==> config.mk <==
export PLATFORM = sky130hd
export DESIGN_NAME = kbd_seq_capture
export DESIGN_NICKNAME = d
export VERILOG_FILES = /design/src/rtl/kbd_pkg.sv /design/src/rtl/kbd_digit_lut.sv /design/src/rtl/kbd_seq_capture.sv
export SDC_FILE = /design/constraint.sdc
export NUM_CORES = 1
export LEC_CHECK = 0
export CORE_MARGIN = 2
export CORE_UTILIZATION = 60
export DETAILED_ROUTE_END_ITERATION = 7
export DONT_BUFFER_PORTS = 1
export PLACE_DENSITY = 0.76
export SYNTH_ARGS = -nofsm -noshare
export SYNTH_HDL_FRONTEND = slang
export SYNTH_SLANG_ARGS = --single-unit
export TNS_END_PERCENT = 50
==> constraint.sdc <==
create_clock -name clk -period 3.3 [get_ports clk]
set_clock_uncertainty 0.05 [all_clocks]
set_input_delay 0.495 -clock clk [delete_from_list [all_inputs] [get_ports clk]]
set_output_delay 0.495 -clock clk [all_outputs]
set_load 0.02 [all_outputs]
==> src/rtl/kbd_pkg.sv <==
// Shared scan codes, FSM state type and default widths for the multi-digit keyboard capture.
package kbd_pkg;

  localparam int unsigned DIG_W_DEFAULT = 4;

  // Prefix bytes
  localparam logic [7:0] SC_E0    = 8'hE0;
  localparam logic [7:0] SC_F0    = 8'hF0;

  // Control keys
  localparam logic [7:0] SC_W     = 8'h1D;
  localparam logic [7:0] SC_ENTER = 8'h5A;
  localparam logic [7:0] SC_BKSP  = 8'h66;
  localparam logic [7:0] SC_ESC   = 8'h76;

  // Digit keys (main row)
  localparam logic [7:0] SC_D0    = 8'h45;
  localparam logic [7:0] SC_D1    = 8'h16;
  localparam logic [7:0] SC_D2    = 8'h1E;
  localparam logic [7:0] SC_D3    = 8'h26;
  localparam logic [7:0] SC_D4    = 8'h25;
  localparam logic [7:0] SC_D5    = 8'h2E;
  localparam logic [7:0] SC_D6    = 8'h36;
  localparam logic [7:0] SC_D7    = 8'h3D;
  localparam logic [7:0] SC_D8    = 8'h3E;
  localparam logic [7:0] SC_D9    = 8'h46;

  typedef enum logic [1:0] {
    StIdle,
    StArmed,
    StCommit
  } kbd_state_e;

endpackage

==> src/rtl/kbd_digit_lut.sv <==
// Combinational decode of a make-code byte into a digit value and control-key flags.
module kbd_digit_lut
  import kbd_pkg::*;
#(
  parameter int unsigned DIG_W = DIG_W_DEFAULT
) (
  input  logic [7:0]       data_i,
  output logic             is_digit_o,
  output logic [DIG_W-1:0] digit_o,
  output logic             is_w_o,
  output logic             is_enter_o,
  output logic             is_bksp_o,
  output logic             is_esc_o
);

  always_comb begin
    is_digit_o = 1'b1;
    digit_o    = '0;
    case (data_i)
      SC_D0:   digit_o = DIG_W'(0);
      SC_D1:   digit_o = DIG_W'(1);
      SC_D2:   digit_o = DIG_W'(2);
      SC_D3:   digit_o = DIG_W'(3);
      SC_D4:   digit_o = DIG_W'(4);
      SC_D5:   digit_o = DIG_W'(5);
      SC_D6:   digit_o = DIG_W'(6);
      SC_D7:   digit_o = DIG_W'(7);
      SC_D8:   digit_o = DIG_W'(8);
      SC_D9:   digit_o = DIG_W'(9);
      default: is_digit_o = 1'b0;
    endcase
  end

  assign is_w_o     = (data_i == SC_W);
  assign is_enter_o = (data_i == SC_ENTER);
  assign is_bksp_o  = (data_i == SC_BKSP);
  assign is_esc_o   = (data_i == SC_ESC);

endmodule

==> src/rtl/kbd_seq_capture.sv <==
// PS/2 multi-digit sequence capture: break/extended filter, W-armed digit buffer with editing.
// Optional idle auto-abort timer in ARMED is built when KBD_TIMEOUT_EN is defined.
module kbd_seq_capture
  import kbd_pkg::*;
#(
  parameter int unsigned DEPTH       = 4,
  parameter int unsigned DIG_W       = DIG_W_DEFAULT,
  parameter int unsigned LEN_W       = 3,
  parameter int unsigned TIMEOUT_CYC = 50_000_000
) (
  input  logic                   clk,
  input  logic                   rst,
  input  logic                   enable,
  input  logic                   rx_cod,
  input  logic [7:0]             data,
  output logic                   armed,
  output logic                   seq_valid,
  output logic [LEN_W-1:0]       seq_len,
  output logic [DEPTH*DIG_W-1:0] seq_data,
  output logic                   ovf,
  output logic                   abort
);

  if (DEPTH < 1 || DEPTH > 8 || (1 << LEN_W) <= DEPTH || TIMEOUT_CYC < 1) begin : g_param_err
    $error("kbd_seq_capture: illegal parameter combination");
  end

  logic             is_digit, is_w, is_enter, is_bksp, is_esc;
  logic [DIG_W-1:0] digit;

  kbd_digit_lut #(
    .DIG_W (DIG_W)
  ) u_lut (
    .data_i     (data),
    .is_digit_o (is_digit),
    .digit_o    (digit),
    .is_w_o     (is_w),
    .is_enter_o (is_enter),
    .is_bksp_o  (is_bksp),
    .is_esc_o   (is_esc)
  );

  kbd_state_e                  state_q, state_d;
  logic                        ext_q, ext_d;
  logic                        brk_q, brk_d;
  logic [LEN_W-1:0]            cnt_q, cnt_d;
  logic [DEPTH-1:0][DIG_W-1:0] buf_q, buf_d;
  logic [DEPTH-1:0][DIG_W-1:0] seq_data_q, seq_data_d;
  logic [LEN_W-1:0]            seq_len_q, seq_len_d;
  logic                        seq_valid_q, seq_valid_d;
  logic                        ovf_q, ovf_d;
  logic                        abort_q, abort_d;
  logic                        armed_q, armed_d;
  logic                        make;

`ifdef KBD_TIMEOUT_EN
  localparam int unsigned TmrW = $clog2(TIMEOUT_CYC + 1);
  logic [TmrW-1:0] tmr_q, tmr_d;
`endif

  always_comb begin
    ext_d       = ext_q;
    brk_d       = brk_q;
    make        = 1'b0;
    state_d     = state_q;
    cnt_d       = cnt_q;
    buf_d       = buf_q;
    seq_data_d  = seq_data_q;
    seq_len_d   = seq_len_q;
    seq_valid_d = 1'b0;
    ovf_d       = ovf_q;
    abort_d     = 1'b0;

    // Prefix filter: the byte after E0 or F0 is swallowed and clears both flags.
    if (rx_cod) begin
      if (data == SC_E0) begin
        ext_d = 1'b1;
      end else if (data == SC_F0) begin
        brk_d = 1'b1;
      end else if (ext_q || brk_q) begin
        ext_d = 1'b0;
        brk_d = 1'b0;
      end else begin
        make = 1'b1;
      end
    end

    unique case (state_q)
      StIdle: begin
        if (make && is_w) begin
          state_d = StArmed;
          cnt_d   = '0;
          buf_d   = '0;
          ovf_d   = 1'b0;
        end
      end
      StArmed: begin
        if (make) begin
          if (is_digit) begin
            if (cnt_q < LEN_W'(DEPTH)) begin
              for (int i = 0; i < DEPTH; i++) begin
                if (LEN_W'(i) == cnt_q) buf_d[i] = digit;
              end
              cnt_d = cnt_q + LEN_W'(1);
            end else begin
              ovf_d = 1'b1;
            end
          end else if (is_bksp) begin
            if (cnt_q != '0) begin
              for (int i = 0; i < DEPTH; i++) begin
                if (LEN_W'(i) == cnt_q - LEN_W'(1)) buf_d[i] = '0;
              end
              cnt_d = cnt_q - LEN_W'(1);
            end
          end else if (is_enter) begin
            state_d = StCommit;
          end else if (is_esc) begin
            state_d = StIdle;
            abort_d = 1'b1;
            cnt_d   = '0;
            buf_d   = '0;
          end else if (is_w) begin
            cnt_d = '0;
            buf_d = '0;
            ovf_d = 1'b0;
          end
        end
      end
      StCommit: begin
        seq_valid_d = 1'b1;
        seq_len_d   = cnt_q;
        seq_data_d  = buf_q;
        state_d     = StIdle;
        cnt_d       = '0;
        buf_d       = '0;
      end
      default: state_d = StIdle;
    endcase

`ifdef KBD_TIMEOUT_EN
    // Counts idle cycles since the arm or the most recent byte strobe.
    tmr_d = '0;
    if (state_q == StArmed && state_d == StArmed && !rx_cod) begin
      if (tmr_q == TmrW'(TIMEOUT_CYC - 1)) begin
        state_d = StIdle;
        abort_d = 1'b1;
        cnt_d   = '0;
        buf_d   = '0;
      end else begin
        tmr_d = tmr_q + TmrW'(1);
      end
    end
`endif

    if (!enable) begin
      state_d     = StIdle;
      cnt_d       = '0;
      buf_d       = '0;
      ext_d       = 1'b0;
      brk_d       = 1'b0;
      seq_valid_d = 1'b0;
      abort_d     = 1'b0;
      seq_data_d  = seq_data_q;
      seq_len_d   = seq_len_q;
`ifdef KBD_TIMEOUT_EN
      tmr_d       = '0;
`endif
    end

    armed_d = (state_d == StArmed);
  end

  always_ff @(posedge clk) begin
    if (!rst) begin
      state_q     <= StIdle;
      ext_q       <= 1'b0;
      brk_q       <= 1'b0;
      cnt_q       <= '0;
      buf_q       <= '0;
      seq_data_q  <= '0;
      seq_len_q   <= '0;
      seq_valid_q <= 1'b0;
      ovf_q       <= 1'b0;
      abort_q     <= 1'b0;
      armed_q     <= 1'b0;
    end else begin
      state_q     <= state_d;
      ext_q       <= ext_d;
      brk_q       <= brk_d;
      cnt_q       <= cnt_d;
      buf_q       <= buf_d;
      seq_data_q  <= seq_data_d;
      seq_len_q   <= seq_len_d;
      seq_valid_q <= seq_valid_d;
      ovf_q       <= ovf_d;
      abort_q     <= abort_d;
      armed_q     <= armed_d;
    end
  end

`ifdef KBD_TIMEOUT_EN
  always_ff @(posedge clk) begin
    if (!rst) begin
      tmr_q <= '0;
    end else begin
      tmr_q <= tmr_d;
    end
  end
`endif

  assign armed     = armed_q;
  assign seq_valid = seq_valid_q;
  assign seq_len   = seq_len_q;
  assign seq_data  = seq_data_q;
  assign ovf       = ovf_q;
  assign abort     = abort_q;

endmodule
==> results.md <==
- Status: finished clean
- Leak: 0.0008982 uW
- Synth warn: 0
- Crit path required time: 3.47 ns
- CTS H-Tree Depth: 2
- Complex-gate fraction of the synthesized area: 17.76%
- ANT cells: 0
- Initial antenna violation count: 0
- Synth async-reset ratio: 0%
- Number of nets in the layout: 285
- Final Slew Violations: 0
- I/O pin count: 35
- Share of cells above drive strength 1: 6.367%
- Switch share: 22.40%
- Simple-gate portion of the synthesized area: 25.38%
- Clock share of power: 36.3%
- Critical path class: in2reg
- Hold Path Class: in2reg
- # clock sinks: 46
- Switching power: 207.9 uW
- Root Driver: clkbuf_8
- ANT nets after route: 0
- Number of CTS-inserted buffers: 5
- CP Depth: 7
- Worst Reg-to-Reg Cells: 5
- Xor/xnor cell area share of the yosys netlist: 1.144%
- Starting Density: 62.75%
- # Post-CTS Setup Buffers: 0
- Crit path DAT: 2.85 ns
- Core Region: 3661 sq um
- Starting DRC count in detailed routing: 93
- Predominant post-synthesis flop cell: dfxtp_1
- Pint: 720.1 uW
- Slew HR: 48.11%
- Area Overhead vs Synth: 3.867%
- Worst Path Buf+Inv: 0
- Unrepaired setup endpoints after global routing: no
- Post-Route Utilization: 65.17%
- Mux cell area share after synthesis: 7.843%
- HPWL Detailed: 3.329 mm
- Vias/cell: 5.857
- Main area contributors after synthesis: dfxtp_1, nand2_1, mux2i_1, a21boi_0, ha_1
- Largest net degree at the start of global routing: 24
- Final Hold Fails: 0
- Min-Delay Path Depth: 1
- Syn_area_per_cell: 8.477 sq um
- Hold-fix buffers, CTS: 0
- Startpoint type of the worst setup path: input port
- Drt first pass iters: 4
- Cell area after synthesis: 2297 sq um
- Area leader, netlist: dfxtp_1
- Finished Cell Area: 2386 sq um
- Synth Net Count: 290
- Port bufs: 0
- Combinational fraction of design power: 3.9%
- Clock slew at reported path FFs: 0.09 ns
- Remaining global-route overflow: 0
- Final wirelength: 4.582 mm
- Die Y: 65.88 microns
- Setup tns final: 0 ns
- Post-CTS Resized: 0
- Fraction of post-synthesis cell area in the top cell type by area: 40.09%
- Tcrit/Tclk final: 81.20%
- Worst-Skew Late Latency: 0.29 ns
- Number of synthesized flops with an enable pin: 0
- Synth Instances: 271
- Final setup violation count: 0
- Critical Path Sink Type: register
- Rows: 22
- Gpl congestion: 0.9670
- DR WL/cell: 14.55 microns
- DR vias: 1845
- Crit path max-delay cell type: or4b_2
- Global-route wire length before repair: 7.810 mm
- CTS tree: built
- FF+latch count, synth: 46
- Max Buffers Root-to-Sink: 2
- # Max-Cap Violations: 0
- Tmin final: 2.680 ns
- Critical path fanouts, max: 9
- Worst-path cell chain: or4b_2 -> nor4_1 -> a211o_1 -> nor2_1 -> a2bb2oi_1 -> o211ai_1 -> mux2i_1
- Max Clk Rate: 0.3732 GHz
- CP max stage delay: 0.71 ns
- DRC: 0
- Critical path's top delay family: simple AND/OR/NAND/NOR gates
- Die ar.: 4340 sq um
- Distinct cells, synth: 48
- Die X: 65.88 microns
- Worst vdd ir: 0.0002437 V
- Placed inst area: 2300 sq um
- R2R Setup Slk: 1.00 ns
- Sequential Power Share: 59.8%
- Largest family of logic cells by synthesized area: simple AND/OR/NAND/NOR gates
- GR Util All Layers: 23.45%
- Sequential area share after synthesis: 40.09%
- Pwr/cell area: 388.9 nW/um^2
- Vias in the first global route: 1671
- Worst Tran Pin Value: 0.7683 ns
- Adder-cell share of the synthesized area: 3.813%
## stage by stage
stage               setup WS, ns  std cells  hold WS, ns  power (uW)
floorplan                 0.6039        271       0.3802       607.2
global placement          0.3381        307       0.3962       603.7
detailed placement        0.3607        307       0.4033       603.8
CTS                       0.6556        315       0.2020       939.3
global route              0.4761        315       0.1951       961.8
finish                    0.6203        315       0.2133       928.0
## area by class of cell
class                      instances  area (sq um)
timing repair buffer               1         7.507
clock inverter                     2         13.76
fill                             310          1275
tap                               48         60.06
multi-input combinational        205          1285
sequential                        46         920.9
inverter                           7         26.28
clock buffer                       6         72.57
## synthesized netlist by cell type (all sizes together), types with 2 or more instances
library cell	instances
nand4	3
nand3	4
o211ai	5
a211o	2
o31ai	4
dfxtp	46
clkbuf	10
xnor2	2
a2bb2oi	4
a21boi	19
a21oi	7
or4	2
inv	7
nor4	4
and2	4
nand2b	4
nand2	69
nor2	14
nor2b	3
mux2i	18
o22ai	2
ha	7
or4b	2
o21ai	2
nor3	6
buf	3
## cell families after synthesis
| family | count (synthesis) |
|---|---|
| simple gates | 122 |
| compound gates | 55 |
| flops | 46 |
| buf+inv | 20 |
| mux | 18 |
| fa+ha+maj | 7 |
| xor+xnor | 3 |
## power by group through the flow
stage / sequential, uW / combinational [uW] / clock (uW)
CTS: 555 / 35.5 / 349
detailed placement: 568 / 35.5 / 0
finish: 555 / 35.8 / 337
floorplan: 568 / 38.9 / 0
global route: 555 / 39.7 / 367
global placement: 568 / 35.4 / 0
## worst paths after layout
kind / from / endpoint
max: data[4] / buf_q[10]
min: data[2] / state_q[1]
min reg2reg: buf_q[2] / seq_data[2]
max reg2reg: cnt_q[0] / buf_q[10]
## registers in the layout (all words and copies together) (netlist names), 2 cells and up
| register | cells |
|---|---|
| buf_q | 16 |
| seq_data | 16 |
| seq_len | 3 |
| cnt_q | 3 |
| state_q | 2 |
## layer usage
layer	vias up	GRT usage, %	wire, microns
met3	4	6.814	223
met4	0	5.469	47
met2	43	36.24	2058
met1	862	32.26	2252
li1	936	-	-
met5	-	0	0
## cell usage in the layout, fill, tap and decap left out, types with 2 or more instances in the layout
cell type / n
nand2b_1: 4
a21boi_0: 19
nand3_1: 4
clkbuf_8: 5
o22ai_1: 2
xnor2_1: 2
a211o_1: 2
nand2_1: 69
o21ai_0: 2
inv_1: 7
nor3_1: 5
mux2i_1: 18
a21oi_1: 7
nand4_1: 3
dfxtp_1: 46
a2bb2oi_1: 4
nor2_1: 14
and2_1: 4
o31ai_1: 4
nor4_1: 4
ha_1: 7
nor2b_1: 3
or4b_2: 2
o211ai_1: 4
Power figures use the tool's default switching activity.
